## src/rtl/wb_port_arbiter_pkg.sv

```systemverilog
// Shared definitions for the write-back port arbiter: requester count,
// the zero-register address, the grant index type and 4-bit rotate helpers.
package wb_port_arbiter_pkg;

    localparam int NREQ = 4;
    localparam logic [4:0] XZR_ADDR = 5'd31;

    typedef logic [1:0] gnt_idx_t;

    // Rotate right by s: result bit j takes v[(j+s) mod 4], so bit s lands at 0.
    function automatic logic [3:0] rot_right4(input logic [3:0] v, input gnt_idx_t s);
        case (s)
            2'd0:    rot_right4 = v;
            2'd1:    rot_right4 = {v[0], v[3:1]};
            2'd2:    rot_right4 = {v[1:0], v[3:2]};
            2'd3:    rot_right4 = {v[2:0], v[3]};
            default: rot_right4 = v;
        endcase
    endfunction

    // Rotate left by s: undoes rot_right4 with the same shift amount.
    function automatic logic [3:0] rot_left4(input logic [3:0] v, input gnt_idx_t s);
        case (s)
            2'd0:    rot_left4 = v;
            2'd1:    rot_left4 = {v[2:0], v[3]};
            2'd2:    rot_left4 = {v[1:0], v[3:2]};
            2'd3:    rot_left4 = {v[0], v[3:1]};
            default: rot_left4 = v;
        endcase
    endfunction

endpackage

```

## src/rtl/wb_port_arbiter_pick.sv

```systemverilog
// rr_pick4: combinational round-robin picker. The request vector is rotated so
// the highest-priority slot (ptr) sits at bit 0, a fixed lowest-bit-first pick
// is made, and the result is rotated back into requester numbering.
module rr_pick4
    import wb_port_arbiter_pkg::*;
(
    input  logic [3:0] req,
    input  gnt_idx_t   ptr,
    input  logic       en,
    output logic [3:0] gnt_onehot,
    output gnt_idx_t   gnt_id,
    output logic       any
);

    logic [3:0] rot_s;
    logic [3:0] pick_rot_s;
    gnt_idx_t   idx_rot_s;

    // Fixed-priority pick in the rotated domain, then map back to requester index.
    always_comb begin
        rot_s      = rot_right4(req, ptr);
        pick_rot_s = 4'b0000;
        idx_rot_s  = 2'd0;
        if (rot_s[0]) begin
            pick_rot_s = 4'b0001;
            idx_rot_s  = 2'd0;
        end else if (rot_s[1]) begin
            pick_rot_s = 4'b0010;
            idx_rot_s  = 2'd1;
        end else if (rot_s[2]) begin
            pick_rot_s = 4'b0100;
            idx_rot_s  = 2'd2;
        end else if (rot_s[3]) begin
            pick_rot_s = 4'b1000;
            idx_rot_s  = 2'd3;
        end else begin
            pick_rot_s = 4'b0000;
            idx_rot_s  = 2'd0;
        end

        if (en && (req != 4'b0000)) begin
            gnt_onehot = rot_left4(pick_rot_s, ptr);
            gnt_id     = idx_rot_s + ptr;
            any        = 1'b1;
        end else begin
            gnt_onehot = 4'b0000;
            gnt_id     = 2'd0;
            any        = 1'b0;
        end
    end

endmodule

```

## src/rtl/wb_port_arbiter.sv

```systemverilog
// wb_port_arbiter: shares the register-file write port among four write-back
// requesters. One grant per non-stalled cycle, registered onto the port one
// cycle later; writes to the zero register are consumed without a write enable.
module wb_port_arbiter
    import wb_port_arbiter_pkg::*;
#(
    parameter int N = 64,
    parameter int A = 5
) (
    input  logic            clk,
    input  logic            reset_n,
    input  logic            stall,
    input  logic [NREQ-1:0] req_valid,
    output logic [NREQ-1:0] req_ready,
    input  logic [A-1:0]    req_addr0,
    input  logic [A-1:0]    req_addr1,
    input  logic [A-1:0]    req_addr2,
    input  logic [A-1:0]    req_addr3,
    input  logic [N-1:0]    req_data0,
    input  logic [N-1:0]    req_data1,
    input  logic [N-1:0]    req_data2,
    input  logic [N-1:0]    req_data3,
    output logic            wr_en,
    output logic [A-1:0]    wr_addr,
    output logic [N-1:0]    wr_data,
    output logic [1:0]      grant_id
);

    localparam logic [A-1:0] XZR_A = A'(XZR_ADDR);

    gnt_idx_t        ptr_q, ptr_d;
    logic            wr_en_q, wr_en_d;
    logic [A-1:0]    wr_addr_q, wr_addr_d;
    logic [N-1:0]    wr_data_q, wr_data_d;
    gnt_idx_t        grant_id_q, grant_id_d;

    logic            pick_en_s;
    logic [NREQ-1:0] gnt_onehot_s;
    gnt_idx_t        gnt_id_s;
    logic            gnt_any_s;
    logic            xfer_s;
    logic [A-1:0]    sel_addr_s;
    logic [N-1:0]    sel_data_s;

    // No grants while stalled or while reset is held; a reset-cycle grant is discarded.
    assign pick_en_s = reset_n & ~stall;

    rr_pick4 u_pick (
        .req        (req_valid),
        .ptr        (ptr_q),
        .en         (pick_en_s),
        .gnt_onehot (gnt_onehot_s),
        .gnt_id     (gnt_id_s),
        .any        (gnt_any_s)
    );

    assign req_ready = gnt_onehot_s;
    assign xfer_s    = gnt_any_s & (|(req_valid & gnt_onehot_s));

    // Steer the granted requester's address and data toward the port register.
    always_comb begin
        sel_addr_s = req_addr0;
        sel_data_s = req_data0;
        case (gnt_id_s)
            2'd0: begin
                sel_addr_s = req_addr0;
                sel_data_s = req_data0;
            end
            2'd1: begin
                sel_addr_s = req_addr1;
                sel_data_s = req_data1;
            end
            2'd2: begin
                sel_addr_s = req_addr2;
                sel_data_s = req_data2;
            end
            2'd3: begin
                sel_addr_s = req_addr3;
                sel_data_s = req_data3;
            end
            default: begin
                sel_addr_s = req_addr0;
                sel_data_s = req_data0;
            end
        endcase
    end

    // Next state: load the port on a transfer (zero-register writes get no enable), else hold.
    always_comb begin
        ptr_d      = ptr_q;
        wr_en_d    = 1'b0;
        wr_addr_d  = wr_addr_q;
        wr_data_d  = wr_data_q;
        grant_id_d = grant_id_q;
        if (xfer_s) begin
            ptr_d      = gnt_id_s + 2'd1;
            wr_en_d    = (sel_addr_s != XZR_A);
            wr_addr_d  = sel_addr_s;
            wr_data_d  = sel_data_s;
            grant_id_d = gnt_id_s;
        end else begin
            wr_en_d    = 1'b0;
        end
    end

    // Pointer and output register with synchronous active-low reset.
    always_ff @(posedge clk) begin
        if (!reset_n) begin
            ptr_q      <= 2'd0;
            wr_en_q    <= 1'b0;
            wr_addr_q  <= '0;
            wr_data_q  <= '0;
            grant_id_q <= 2'd0;
        end else begin
            ptr_q      <= ptr_d;
            wr_en_q    <= wr_en_d;
            wr_addr_q  <= wr_addr_d;
            wr_data_q  <= wr_data_d;
            grant_id_q <= grant_id_d;
        end
    end

    assign wr_en    = wr_en_q;
    assign wr_addr  = wr_addr_q;
    assign wr_data  = wr_data_q;
    assign grant_id = grant_id_q;

endmodule

```

## config.mk

```make
export PLATFORM = sky130hd
export DESIGN_NAME = wb_port_arbiter
export DESIGN_NICKNAME = d
export VERILOG_FILES = /design/src/rtl/wb_port_arbiter_pkg.sv /design/src/rtl/wb_port_arbiter_pick.sv /design/src/rtl/wb_port_arbiter.sv
export SDC_FILE = /design/constraint.sdc
export NUM_CORES = 1
export LEC_CHECK = 0
export CAP_MARGIN = 20
export CORE_AREA = 3 3 138 140
export DETAILED_ROUTE_END_ITERATION = 10
export DIE_AREA = 0 0 141 143
export PLACE_DENSITY = 0.65
export SYNTH_ARGS = -nofsm -noshare
export SYNTH_HDL_FRONTEND = slang
export SYNTH_SLANG_ARGS = --single-unit
```

## constraint.sdc

```tcl
create_clock -name clk -period 7.4 [get_ports clk]
set_clock_uncertainty 0.05 [all_clocks]
set_input_delay 0.74 -clock clk [delete_from_list [all_inputs] [get_ports clk]]
set_output_delay 0.74 -clock clk [all_outputs]
set_load 0.01 [all_outputs]
```

==> impl_metrics.env <==
export IMPL_ant_nets=0
export IMPL_path_buf_inv=2
export IMPL_io_pins=359
export IMPL_hold_path_class="reg2reg"
export IMPL_synth_area_leaders="dfxtp_1, a222oi_1, nand2_1, a21boi_0, o21ai_0"
export IMPL_hold_path_startpoint="wr_data[22]"
export IMPL_drtIter0Drc=557
export IMPL_initial_core_util_pct=24.99
export IMPL_worst_pin_slew_ns=1.001
export IMPL_antenna_found_initial=0
export IMPL_clkLatencyLatePin_ns=0.32
export IMPL_syn_num_nets=878
export IMPL_p_int_mw=0.9239
export IMPL_period_share_pct=64.35
export IMPL_fin_area_um2=8391
export IMPL_setup_worst_path_end_class="register"
export IMPL_clkPwrFrac_pct=34.1
export IMPL_synthCells=590
export IMPL_cts_max_path_buffers=2
export IMPL_yosys_area_share_simple_pct=18.67
export IMPL_setup_tns_ns=0
export IMPL_path_class="in2reg"
export IMPL_reg2reg_from="ptr_q[0]"
export IMPL_chipWidth_um=141
export IMPL_avgSynthCellArea_um2=7.609
export IMPL_startpoint="req_valid[0]"
export IMPL_async_flop_share_pct=0
export IMPL_slowest_delay_ns=0.71
export IMPL_viasPerCell=5.095
export IMPL_arrival_ns=4.88
export IMPL_grt_pass1_wl_mm=30.75
export IMPL_vdd_drop_max_v=0.0001197
export IMPL_hpwl_mm=15.02
export IMPL_die_h_um=143
export IMPL_synth_compound_area_share_pct=39.13
export IMPL_overflow=0
export IMPL_layout_drive_gt1_share_pct=3.330
export IMPL_synth_cell_types=36
export IMPL_cts_tree="yes"
export IMPL_path_max_fanout=78
export IMPL_synthFlopType="dfxtp_1"
export IMPL_layout_nets=1185
export IMPL_ctsResizeCount=0
export IMPL_worstPathRequired_ns=7.51
export IMPL_yosys_area_share_xor_xnor_pct=0.3902
export IMPL_rsz0062_at_grt="false"
export IMPL_maxSlewViolCount=0
export IMPL_area_growth_pct=86.90
export IMPL_ys_ff_latch=74
export IMPL_r2r_slack_ns=3.42
export IMPL_synth_edf_count=0
export IMPL_num_rows=49
export IMPL_netlist_area_um2=4489
export IMPL_total_leakage_power_nw=2.925
export IMPL_p_sw_share_pct=27.81
export IMPL_finalCriticalPeriod_ns=4.762
export IMPL_antennaDiodeCount=0
export IMPL_yosysSeqAreaShare_pct=33.00
export IMPL_fmax_ghz=0.2100
export IMPL_place_area_um2=8097
export IMPL_hold_violations=0
export IMPL_cts_buffers=9
export IMPL_synthMuxAreaShare_pct=0
export IMPL_yosys_area_top_type="dfxtp_1"
export IMPL_clock_sinks=74
export IMPL_maxCapViolations=0
export IMPL_grt_usage_pct=19.04
export IMPL_place_gp_congestion=0.8345
export IMPL_cp_slowest_cell="clkdlybuf4s50_1"
export IMPL_port_buffers=358
export IMPL_htree_levels=3
export IMPL_core_um2=17960
export IMPL_p_per_area_nw_per_um2=152.5
export IMPL_pwr_share_seq_pct=34.2
export IMPL_path_cells="clkdlybuf4s50_1, or4_4, nand3b_4, or2_2, ha_2, inv_2, o21ai_0, nor3_1, a31oi_1"
export IMPL_switchingPower_mw=0.3558
export IMPL_grt_max_degree=79
export IMPL_maxSlewHeadroom_pct=33.28
export IMPL_synth_top_area_share_pct=33.00
export IMPL_status="complete, no violations"
export IMPL_holdBufCountCts=0
export IMPL_layout_cells_most_common="clkdlybuf4s50_1"
export IMPL_wl_per_cell_um=18.29
export IMPL_cts_root_buf="clkbuf_16"
export IMPL_die_area_um2=20160
export IMPL_drc_errors=0
export IMPL_clk_pin_slew_ns=0.06
export IMPL_post_cts_buffers=0
export IMPL_wirelength_mm=20.67
export IMPL_grt_pass1_vias=5557
export IMPL_yosys_warnings=0
export IMPL_synth_adder_area_share_pct=1.394
export IMPL_synth_top_family_by_area="compound AO/OA/AOI/OAI gates"
export IMPL_first_pass_iters=8
export IMPL_final_util_pct=46.71
export IMPL_final_cell_mix="clkdlybuf4s50_1, nand2_1, dfxtp_1, a222oi_1, o21ai_0"
export IMPL_vias=5757
export IMPL_final_setup_viol_count=0
export IMPL_critPathTopFamily="simple AND/OR/NAND/NOR gates"
export IMPL_startpoint_type="primary input"
export IMPL_comb_power_share_pct=31.7
## cell type report
cell class | instances | area, um^2
fillers | 1815 | 9573
inverters | 5 | 18.77
well taps | 229 | 286.5
repair buffers | 363 | 3616
flip-flops and latches | 74 | 1481
multi-input cells | 444 | 2694
clock buffers | 10 | 239.0
clock inverters | 5 | 55.05
## cell families (layout without fill, tap and decap cells)
kind of cell,count (synthesis),count (layout)
xor gates and xnor gates,2,2
buffers and inverters,72,383
AOI/OAI and AO/OA,228,228
and+or+nand+nor,209,209
adders and majority gates,5,5
DFF,74,74
## flip-flops by register name (all words and copies together) (netlist names)
signal and count:
grant_id 2, ptr_q 2, wr_data 64, wr_en 1, wr_addr 5
## through the flow
| stage | cells | hold WS [ns] | setup slack, ns | total power, mW |
|---|---|---|---|---|
| 2_1_floorplan | 590 | 0.4251 | 3.892 | 0.6116 |
| 3_3_place_gp | 1115 | 0.3877 | 2.301 | 0.8553 |
| 3_5_place_dp | 1115 | 0.3908 | 2.235 | 0.8547 |
| 4_1_cts | 1130 | 0.3987 | 2.600 | 1.301 |
| 5_1_grt | 1130 | 0.4119 | 2.274 | 1.352 |
| 6_report | 1130 | 0.3969 | 2.638 | 1.280 |
## synthesized netlist by cell type, types with 4 or more instances
cell      instances
ha_1              5
clkbuf_1         46
nand2_1         179
a222oi_1         69
a21oi_1           7
buf_2            11
a21boi_0         41
o211ai_1         28
nor2_1           14
inv_1             4
o21ai_0          44
buf_6             5
dfxtp_1          74
a21boi_1         26
## per-layer routing
| layer | routed length (um) | track usage, % |
|---|---|---|
| met4 | 409 | 5.048 |
| met3 | 1648 | 4.454 |
| met2 | 10220 | 33.47 |
| met1 | 8400 | 23.46 |
| met5 | 0 | 0 |
## power groups by stage
| stage | combinational [mW] | sequential, mW | clock, mW |
|---|---|---|---|
| after floorplan | 0.157 | 0.455 | 0 |
| after global placement | 0.410 | 0.446 | 0 |
| after detailed placement | 0.409 | 0.446 | 0 |
| after CTS | 0.411 | 0.437 | 0.452 |
| after global routing | 0.444 | 0.440 | 0.468 |
| final | 0.406 | 0.437 | 0.436 |
## worst reg2reg max path, cell delays in order (launching register included)
cell and delay (ns):
dfxtp_1 0.65, o22ai_1 0.17, o21ai_0 0.18, nand3_1 0.11, ha_1 0.21, xnor2_1 0.19, xnor2_1 0.14, or2_2 0.31
ha_2 0.21, inv_2 0.70, o21ai_0 0.46, nor3_1 0.32, a31oi_1 0.14
## worst paths after layout
| check | to | cells past startpoint |
|---|---|---|
| max | wr_en | 9 |
| min | wr_data[22] | 2 |
| max reg2reg | wr_en | 12 |
| min reg2reg | wr_data[22] | 2 |
Power figures use the tool's default switching activity.
==> RTL edit (same settings) <==
`N`: 64 -> 32.
--- a/src/rtl/wb_port_arbiter.sv
+++ b/src/rtl/wb_port_arbiter.sv
@@ -5,5 +5,5 @@
     import wb_port_arbiter_pkg::*;
 #(
-    parameter int N = 64,
+    parameter int N = 32,
     parameter int A = 5
 ) (
Ports: changed (5 resized); port bits go from 359 to 199. No check against the original RTL was run, so the function may have changed too.
==> RTL edit against the original RTL <==
  * Power fell by 43%
  * First-iteration DRC count is 62% lower
  * Critical path type unchanged
  * Fmax increased by 4.9%
  * Synthesized area fell by 40%
  * Critical endpoint unchanged
  * Global-route usage decreased by 8.4 points
  * Synthesized cell count down 39%
  * Sequential cell count fell by 32
  * Cell area fell by 41%
  * Setup slack improved by 0.22 ns
  * Routed wire length shrank 45%
  * Combinational power shrank 42%
==> RTL edit: results (changes against the original RTL) <==
* Share of layout cells above drive strength 1 at 2.64% (was 3.33%)
* Clock Latency Late Sink at 0.28 ns (was 0.32 ns)
* Largest stage delay on the critical path at 0.62 ns (was 0.71 ns)
* Final Wtd Congestion at 0.806 (was 0.835)
* Sequential area share after synthesis at 31.3% (was 33.0%)
* CTS buffer count at 5 (was 9)
* VDD IR max at 0.0737 mV (was 0.120 mV)
* Worst-path clk slew at 0.06 ns (about the same)
* Fill cell count at 1,956 (was 1,815)
* Critical path startpoint: req_valid[2] (was req_valid[0])
* # nets final at 690 (was 1,185)
* Leak pwr at 1.73 nW (was 2.93 nW)
* Cell total after placement at 752 (was 1,115)
* Synth unique cells at 35 (was 36)
* Run status: complete, no violations (unchanged)
* Largest net degree at the start of global routing at 46 (was 79)
* Worst Max-Slew Pin Slew at 0.878 ns (was 1.00 ns)
* Drt total wl at 11.4 mm (was 20.7 mm)
* Commonest cells in the netlist: 105 x nand2_1, 42 x dfxtp_1, 37 x a222oi_1 (was 179 x nand2_1, 74 x dfxtp_1, 69 x a222oi_1)
* R2R Path Start: ptr_q[0] (unchanged)
* DRC viols at 0 (unchanged)
* Share of synthesized registers carrying an async set or reset at 0% (unchanged)
* HPWL Detailed at 8.45 mm (was 15.0 mm)
* Worst hold path class: reg2reg (unchanged)
* R2r worst-path depth at 13 (was 12)
* Largest register FFs at 32 (was 64)
* Drt pass-1 iters at 6 (was 8)
* Reg2reg setup slack at 3.27 ns (was 3.42 ns)
* Initial drt markers at 209 (was 557)
* Vias in the first global route at 3,147 (was 5,557)
* Via Count at 3,353 (was 5,757)
* Yosys warns at 0 (unchanged)
* Post-DP Area at 0.00480 mm² (was 0.00810 mm²)
* GRT Total Usage at 10.6% (was 19.0%)
* Port bufs at 198 (was 358)
* Slowest CP cell: nand3b_1 (was clkdlybuf4s50_1)
* Mapped Nets at 520 (was 878)
* H-tree lvl count at 2 (was 3)
* Synth area leaders: dfxtp_1 31%, nand2_1 15%, a222oi_1 14% (was dfxtp_1 33%, a222oi_1 15%, nand2_1 15%)
* Ant. Diodes at 0 (unchanged)
* Worst Path Class, Setup: in2reg (unchanged)
* Switching Power at 202 µW (was 356 µW)
* Crit path max fanout at 28 (was 78)
* Global-route wire length before repair at 16.8 mm (was 30.7 mm)
* Via/cell ratio at 4.41 (was 5.09)
* Setup bufs post-CTS at 0 (unchanged)
* WP data arrival at 4.69 ns (was 4.88 ns)
* Root Driver: clkbuf_16 (unchanged)
* Initial antenna violation count at 0 (unchanged)
* Cells after synthesis at 360 (was 590)
* R2R Path End: wr_en (unchanged)
* Post-cts resize count at 0 (unchanged)
==> RTL edit: cell count changes after synthesis, moves of 2 or more <==
cell / change
nand3_1: -2
a311oi_1: +2
nor2_1: -2
clkbuf_1: -22
buf_1: +2
nand2_1: -74
o211ai_1: -17
inv_1: +2
buf_6: -2
a222oi_1: -32
buf_2: -7
a21boi_0: -32
dfxtp_1: -32
o21ai_0: -14
==> RTL edit: stage by stage <==
step | setup WS, ns | total power [mW] | utilization, % | hold WS (ns)
finish | 2.86 | 0.735 | 27.6 | 0.397
global route | 2.44 | 0.778 | 27.6 | 0.416
CTS | 2.74 | 0.750 | 27.6 | 0.400
detailed placement | 2.45 | 0.491 | 26.7 | 0.391
global placement | 2.51 | 0.492 | 26.7 | 0.386
floorplan | 3.84 | 0.356 | - | 0.425
==> RTL edit: area by class of cell <==
class / count / area (µm²) / area share, %
multi-input cells: 273 / 1640 / 33.0
flip-flops and latches: 42 / 841 / 16.9
clock buffers: 7 / 133 / 2.67
repair buffers: 202 / 2010 / 40.6
clock inverters: 1 / 30.0 / 0.605
well taps: 229 / 287 / 5.78
inverters: 6 / 22.5 / 0.454
==> RTL edit: kinds of logic after synthesis <==
logic type      count (synthesis)  synth area share (%)
compound gates                135                  38.0
fa+ha+maj                       5                  2.33
xor+xnor                        2                 0.653
simple gates                  131                  19.8
buf+inv                        45                  7.88
flops                          42                  31.3
==> RTL edit: metal layers <==
layer / GRT usage, % / part of all wire (%) / wire length, µm
met2: 18.6 / 48 / 5480
met5: 0 / 0 / 0
met1: 12.2 / 41 / 4660
met3: 4.22 / 9.8 / 1120
met4: 2.24 / 1.2 / 137
==> RTL edit: worst min-delay path by stage <==
stage / from / endpoint / slack [ns] / cells after the start
after floorplan: wr_data[20] / wr_data[20] / 0.42 / 2
after global placement: wr_data[23] / wr_data[23] / 0.39 / 2
after detailed placement: wr_data[12] / wr_data[12] / 0.39 / 2
after CTS: wr_data[12] / wr_data[12] / 0.40 / 2
after global routing: wr_data[15] / wr_data[15] / 0.42 / 2
final: wr_data[12] / wr_data[12] / 0.40 / 2
==> RTL edit: worst reg2reg max path, cell delays in order (launching register included) <==
cell      delay [ns]
dfxtp_1         0.61
inv_1           0.18
or4_1           0.54
o211ai_1        0.09
ha_1            0.18
xnor2_1         0.13
xnor2_1         0.13
or2_2           0.31
ha_1            0.20
buf_4           0.25
inv_1           0.70
o21ai_0         0.27
nor3_1          0.23
a31oi_1         0.12
==> RTL edit: power groups by stage <==
stage          combinational (mW)  sequential, mW  clock [mW]
6_report                    0.235           0.250       0.251
2_1_floorplan              0.0978           0.258           0
3_5_place_dp                0.237           0.255           0
4_1_cts                     0.238           0.250       0.262
5_1_grt                     0.258           0.252       0.268
3_3_place_gp                0.237           0.255           0
